--- src/rtl/hazard_unit.sv ---
// hazard_unit: load-use / memory-wait stall generation and EX-stage operand
// forwarding selects for the pipeline controller.
//   stall 1 = load-use bubble (freeze PC/P1/P2, flush P2)
//   stall 2 = memory wait     (freeze PC/P1/P2/P3, flush P3)
// Instruction-type encodings default to the core's riscv_defs values and are
// exposed as parameters so an integration with a different table can override.
module hazard_unit #(
  parameter int         TIMEOUT = 1024,  // memory-wait cycles before timeout_err (>=2)
  parameter int         CNT_W   = 16,    // width of stall_cycles
  parameter logic [2:0] R_TYPE  = 3'd0,
  parameter logic [2:0] I_TYPE  = 3'd1,
  parameter logic [2:0] S_TYPE  = 3'd2,
  parameter logic [2:0] L_TYPE  = 3'd3,
  parameter logic [2:0] U_TYPE  = 3'd5,
  parameter logic [2:0] J_TYPE  = 3'd6
) (
  input  logic             clk,
  input  logic             reset,
  input  logic             redirect,
  input  logic             uses_rs1_ID,
  input  logic             uses_rs2_ID,
  input  logic [4:0]       rs1_ID,
  input  logic [4:0]       rs2_ID,
  input  logic [4:0]       rs1_EX,
  input  logic [4:0]       rs2_EX,
  input  logic [4:0]       rd_EX,
  input  logic [4:0]       rd_MEM,
  input  logic [4:0]       rd_WB,
  input  logic [2:0]       typeEX,
  input  logic [2:0]       typeMEM,
  input  logic [2:0]       typeWB,
  input  logic             mem_ready,
  output logic [1:0]       stall,
  output logic [1:0]       fwdA,
  output logic [1:0]       fwdB,
  output logic             timeout_err,
  output logic [CNT_W-1:0] stall_cycles
);

  // wait_cnt only ever holds 0..TIMEOUT-1.
  localparam int WC_W = (TIMEOUT > 2) ? $clog2(TIMEOUT) : 1;
  localparam logic [WC_W-1:0] WC_LAST = WC_W'(TIMEOUT - 1);
  localparam logic [WC_W-1:0] WC_ONE  = WC_W'(1);

  localparam logic [1:0] STALL_NONE = 2'd0;
  localparam logic [1:0] STALL_LU   = 2'd1;
  localparam logic [1:0] STALL_MEM  = 2'd2;

  localparam logic [1:0] FWD_REG = 2'b00;
  localparam logic [1:0] FWD_MEM = 2'b01;
  localparam logic [1:0] FWD_WB  = 2'b10;

  typedef enum logic [1:0] {
    IDLE     = 2'd0,
    LU_BUB   = 2'd1,
    MEM_WAIT = 2'd2,
    ERR      = 2'd3
  } state_t;

  state_t          state_q, state_d;
  logic [WC_W-1:0] wait_cnt_q, wait_cnt_d;
  logic [1:0]      stall_raw;
  logic            mw, lu;

  // True when an instruction of this type writes its rd.
  function automatic logic writes_rd(input logic [2:0] t);
    return (t == L_TYPE) || (t == R_TYPE) || (t == I_TYPE) ||
           (t == U_TYPE) || (t == J_TYPE);
  endfunction

  // Forwarding select for one EX source; MEM beats WB, loads in MEM have no
  // result yet, and x0 never forwards.
  function automatic logic [1:0] fwd_sel(input logic [4:0] src,
                                         input logic [4:0] rd_m,
                                         input logic [2:0] type_m,
                                         input logic [4:0] rd_w,
                                         input logic [2:0] type_w);
    if (src != 5'd0 && src == rd_m && writes_rd(type_m) && type_m != L_TYPE)
      return FWD_MEM;
    else if (src != 5'd0 && src == rd_w && writes_rd(type_w))
      return FWD_WB;
    else
      return FWD_REG;
  endfunction

  // Hazard conditions seen by the FSM.
  always_comb begin
    mw = ((typeEX == L_TYPE) || (typeEX == S_TYPE)) && !mem_ready;
    lu = (typeEX == L_TYPE) && (rd_EX != 5'd0) &&
         ((uses_rs1_ID && rs1_ID == rd_EX) || (uses_rs2_ID && rs2_ID == rd_EX));
  end

  // Next-state, wait counter and raw stall code.
  // NOTE: every variable written here gets a default first, so no path can
  // leave one unassigned and infer a latch.
  always_comb begin
    state_d    = state_q;
    wait_cnt_d = wait_cnt_q;
    stall_raw  = STALL_NONE;
    unique case (state_q)
      IDLE: begin
        wait_cnt_d = '0;
        if (redirect)  stall_raw = STALL_NONE;
        else if (mw)   stall_raw = STALL_MEM;
        else if (lu)   stall_raw = STALL_LU;
        if (stall_raw == STALL_MEM) begin
          state_d    = MEM_WAIT;
          wait_cnt_d = WC_ONE;
        end else if (stall_raw == STALL_LU) begin
          state_d = LU_BUB;
        end else begin
          state_d = IDLE;
        end
      end
      LU_BUB: begin
        // The bubble has already been inserted; a lingering LU is ignored.
        wait_cnt_d = '0;
        if (!redirect && mw) begin
          stall_raw  = STALL_MEM;
          state_d    = MEM_WAIT;
          wait_cnt_d = WC_ONE;
        end else begin
          state_d = IDLE;
        end
      end
      MEM_WAIT: begin
        if (!redirect && mw) begin
          stall_raw = STALL_MEM;
          if (wait_cnt_q == WC_LAST) begin
            state_d = ERR;
          end else begin
            wait_cnt_d = wait_cnt_q + WC_ONE;
          end
        end else begin
          state_d    = IDLE;
          wait_cnt_d = '0;
        end
      end
      ERR: begin
        // Terminal: memory port presumed dead, hold everything until reset.
        stall_raw = STALL_MEM;
        state_d   = ERR;
      end
      default: begin
        state_d    = IDLE;
        wait_cnt_d = '0;
      end
    endcase
  end

  // State and wait-counter registers.
  // NOTE: sequential state uses non-blocking assignments so every flop samples
  // the pre-edge values regardless of block ordering.
  always_ff @(posedge clk or posedge reset) begin
    if (reset) begin
      state_q    <= IDLE;
      wait_cnt_q <= '0;
    end else begin
      state_q    <= state_d;
      wait_cnt_q <= wait_cnt_d;
    end
  end

  // Saturating count of stalled cycles.
  always_ff @(posedge clk or posedge reset) begin
    if (reset) begin
      stall_cycles <= '0;
    end else if (stall != STALL_NONE && stall_cycles != {CNT_W{1'b1}}) begin
      stall_cycles <= stall_cycles + 1'b1;
    end
  end

  // Outputs are forced quiet while reset is held so a mid-stall reset
  // releases the pipeline in the same cycle.
  always_comb begin
    stall       = reset ? STALL_NONE : stall_raw;
    fwdA        = reset ? FWD_REG : fwd_sel(rs1_EX, rd_MEM, typeMEM, rd_WB, typeWB);
    fwdB        = reset ? FWD_REG : fwd_sel(rs2_EX, rd_MEM, typeMEM, rd_WB, typeWB);
    timeout_err = (state_q == ERR);
  end

  // Code 3 has no meaning to the controller.
  assert property (@(posedge clk) disable iff (reset) stall != 2'd3);

endmodule

--- config.mk ---
export PLATFORM = sky130hd
export DESIGN_NAME = hazard_unit
export DESIGN_NICKNAME = d
export VERILOG_FILES = /design/src/rtl/hazard_unit.sv
export SDC_FILE = /design/constraint.sdc
export NUM_CORES = 1
export LEC_CHECK = 0
export ABC_AREA = 1
export CORE_ASPECT_RATIO = 1.5
export CORE_MARGIN = 2
export CORE_UTILIZATION = 25
export CTS_CLUSTER_DIAMETER = 150
export CTS_CLUSTER_SIZE = 20
export DETAILED_ROUTE_END_ITERATION = 10
export GPL_ROUTABILITY_DRIVEN = 0
export PLACE_DENSITY_LB_ADDON = 0.12
export SLEW_MARGIN = 25
export SYNTH_ARGS = -nofsm -noshare
export SYNTH_HDL_FRONTEND = slang
export SYNTH_SLANG_ARGS = --single-unit
--- constraint.sdc ---
create_clock -name clk -period 1.9 [get_ports clk]
set_input_delay 0.285 -clock clk [delete_from_list [all_inputs] [get_ports clk]]
set_output_delay 0.285 -clock clk [all_outputs]
set_load 0.05 [all_outputs]
==> flow_summary.json <==
{
  "busiest_layer": "met2",
  "final_common_cell": "nand2_1",
  "finalMaxSlewViolations": 0,
  "multiInputGateArea_um2": 1700,
  "fp.dieW_um": 86.8,
  "max-vdd-ir-drop_mv": 0.299,
  "grt_start_max_net_pins": 20,
  "synth_ff_type": "dfrtp_1",
  "critPathCaptureType": "output pin",
  "ys_warn_count": 0,
  "first_pass_iters": 4,
  "fin_util_pct": 39.1,
  "worstPathRequired_ns": 1.62,
  "startpoint_type": "register",
  "port_buffers": 72,
  "clock_power_share_pct": 35.7,
  "final-seq-area_um2": 701,
  "syn_inst": 384,
  "setup-tns-final_ns": 0,
  "clock_path_buffers": 2,
  "ant_nets": 0,
  "synth_top_area_share_pct": 27.3,
  "path_clk_slew_ns": 0.07,
  "arrival_ns": 1.55,
  "setup_viol": 0,
  "crit_family": "buffers and inverters",
  "yosys.area.top_type": "dfrtp_1",
  "hold_viol_final": 0,
  "postSynthAreaPerCell_um2": 6.69,
  "diodes": 0,
  "synth_nets": 442,
  "global_route.usage.met3_pct": 1.67,
  "clk_latency_ns": 0.27,
  "grt_pass1_vias": 2793,
  "initial_core_util_pct": 25.5,
  "critPathBufInv": 2,
  "power_mw": 1.79,
  "numCtsBuffers": 3,
  "leakagePower_nw": 2.03,
  "fin_skew_ns": 0.00253,
  "synth_edf_count": 0,
  "antenna_found_initial": 0,
  "ys_ff_latch": 28,
  "p_int_mw": 1.27,
  "maxCapViolCount": 0,
  "grt.overflow.total": 0,
  "cts_root_buffer": "clkbuf_16",
  "worstMarginPinSlew_ns": 0.509,
  "core_area_um2": 10100,
  "htree_levels": 1,
  "power.density_nw_per_um2": 454,
  "final_cell_mix": "86 x nand2_1, 52 x buf_4, 48 x inv_1",
  "drtIter0Drc": 73,
  "fin_nets": 557,
  "relSlewSlack_pct": 65.9,
  "vias": 2788,
  "post-route-drc-count": 0,
  "vias_per_cell": 4.53,
  "totalWireLength_um": 7330,
  "cts_tree": "yes",
  "layout-area-overhead-vs-synth_pct": 53.2,
  "switching_share_pct": 28.8,
  "die_area_um2": 11100,
  "fin_area_um2": 3940,
  "die_h_um": 128,
  "synth_cell_types": 34,
  "crit_path_max_fanout": 3,
  "async_flop_share_pct": 100,
  "grt_util_met2_pct": 26.2,
  "fillers": 1090,
  "rows": 45,
  "combPwrFrac_pct": 28.8,
  "hpwlAfterDp_um": 6060,
  "fmax_mhz": 545,
  "cts_sinks": 28,
  "path_class": "reg -> out",
  "worstHoldPathType": "in -> async",
  "p_sw_mw": 0.516,
  "pwr-share-seq_pct": 35.6,
  "cp_slowest_stage_delay_ns": 0.80,
  "ios": 73,
  "yosysSeqAreaShare_pct": 27.3,
  "grt_util_met1_pct": 14.9,
  "worstPathCellList": "buf_4, clkdlybuf4s50_1",
  "placedInstanceArea_um2": 3720,
  "fin_crit_ns": 1.84,
  "cts_hold_buf": 0,
  "rsz0062_at_grt": "no",
  "grt_pass1_wl_um": 12500,
  "syn_area_um2": 2570,
  "synth.area.top_cells": "dfrtp_1 27%, nand2_1 13%, inv_1 7.9%",
  "drive_gt1_share_pct": 27.5,
  "post-route-period-util_pct": 96.6,
  "grt_use_total_pct": 13.9,
  "wl_per_cell_um": 11.9,
  "cpMaxStageDelayCell": "clkdlybuf4s50_1",
  "outcome": "finished clean"
}
[cell usage after synthesis, types with 3 or more instances]
library cell	count
o21ai_1	3
nand2_2	17
nor2_2	3
nand2_1	89
nor3_1	13
a21oi_1	8
nor4_1	3
nor2_4	3
inv_2	8
ha_1	8
xor2_1	13
nand3_1	34
xnor2_1	8
dfrtp_1	28
nor2_1	45
nand4_1	13
o21ai_0	11
nand2_4	3
inv_1	54
nand3_2	3
[area by class of cell]
| cell class | count | share of cell area, % |
|---|---|---|
| multi-input cells | 291 | 43.1 |
| clock buffers | 3 | 1.91 |
| repair buffers | 113 | 26.7 |
| well taps | 117 | 3.72 |
| flip-flops and latches | 28 | 17.8 |
| clock inverters | 1 | 0.763 |
| inverters | 62 | 6.01 |
[timing repair]
| item | 4_1_cts | 5_1_grt |
|---|---|---|
| resized for setup | 30 | 31 |
| buffers inserted | 2 | 3 |
| endpoints found under the setup margin | 5 | 6 |
| endpoints found under the hold margin | 0 | 0 |
| pin swaps | 13 | 21 |
[sequential cells by signal (all words and copies together), names as in the netlist]
signal and count:
state_q 2, wait_cnt_q 10, stall_cycles 16
[routing by layer]
layer / part of all wire, % / vias up
met3: 4.3 / 12
met5: 0 / -
met4: 2.3 / 0
met1: 39 / 1238
li1: - / 1450
met2: 54 / 88
[final timing paths]
check,startpoint,endpoint,slack (ns),cells after the start
setup reg to reg,wait_cnt_q[1],wait_cnt_q[8],0.17,10
hold reg to reg,wait_cnt_q[9],wait_cnt_q[9],0.52,2
min in group clk,wait_cnt_q[9],wait_cnt_q[9],0.52,2
hold / removal,reset,stall_cycles[1],0.17,3
max in group asynchronous,reset,wait_cnt_q[7],1.53,3
setup / recovery,stall_cycles[1],stall_cycles[1],0.06,2
[tightest hold or removal path, cell delays in order]
cell,delay [ns]
dlymetal6s2s_1,0.15
clkinvlp_4,0.11
buf_4,0.27
[logic make-up (layout without fill, tap and decap cells)]
| kind of cell | after synthesis | in the layout | synth area share [%] |
|---|---|---|---|
| flip-flops | 28 | 28 | 27.3 |
| adder cells (fa/ha/maj) | 8 | 8 | 3.89 |
| buffers and inverters | 65 | 179 | 10.3 |
| XOR/XNOR | 21 | 21 | 7.16 |
| AO/OA/AOI/OAI | 27 | 27 | 6.18 |
| AND/OR/NAND/NOR | 235 | 235 | 45.2 |
[metrics by stage]
step | hold WS (ns) | cells | worst slack (ns)
6_report | 0.170 | 615 | 0.0643
5_1_grt | 0.214 | 615 | 0.000170
4_1_cts | 0.503 | 612 | 0.00464
3_5_place_dp | 0.502 | 606 | -0.267
3_3_place_gp | 0.498 | 606 | -0.249
2_1_floorplan | 0.198 | 384 | 0.00173
[power by group through the flow]
stage	combinational [mW]	sequential, mW	clock (mW)
detailed placement	0.509	0.649	0
floorplan	0.165	0.722	0
finish	0.514	0.636	0.637
global placement	0.507	0.648	0
global route	0.568	0.640	0.679
CTS	0.506	0.637	0.659
Power figures use the tool's default switching activity.
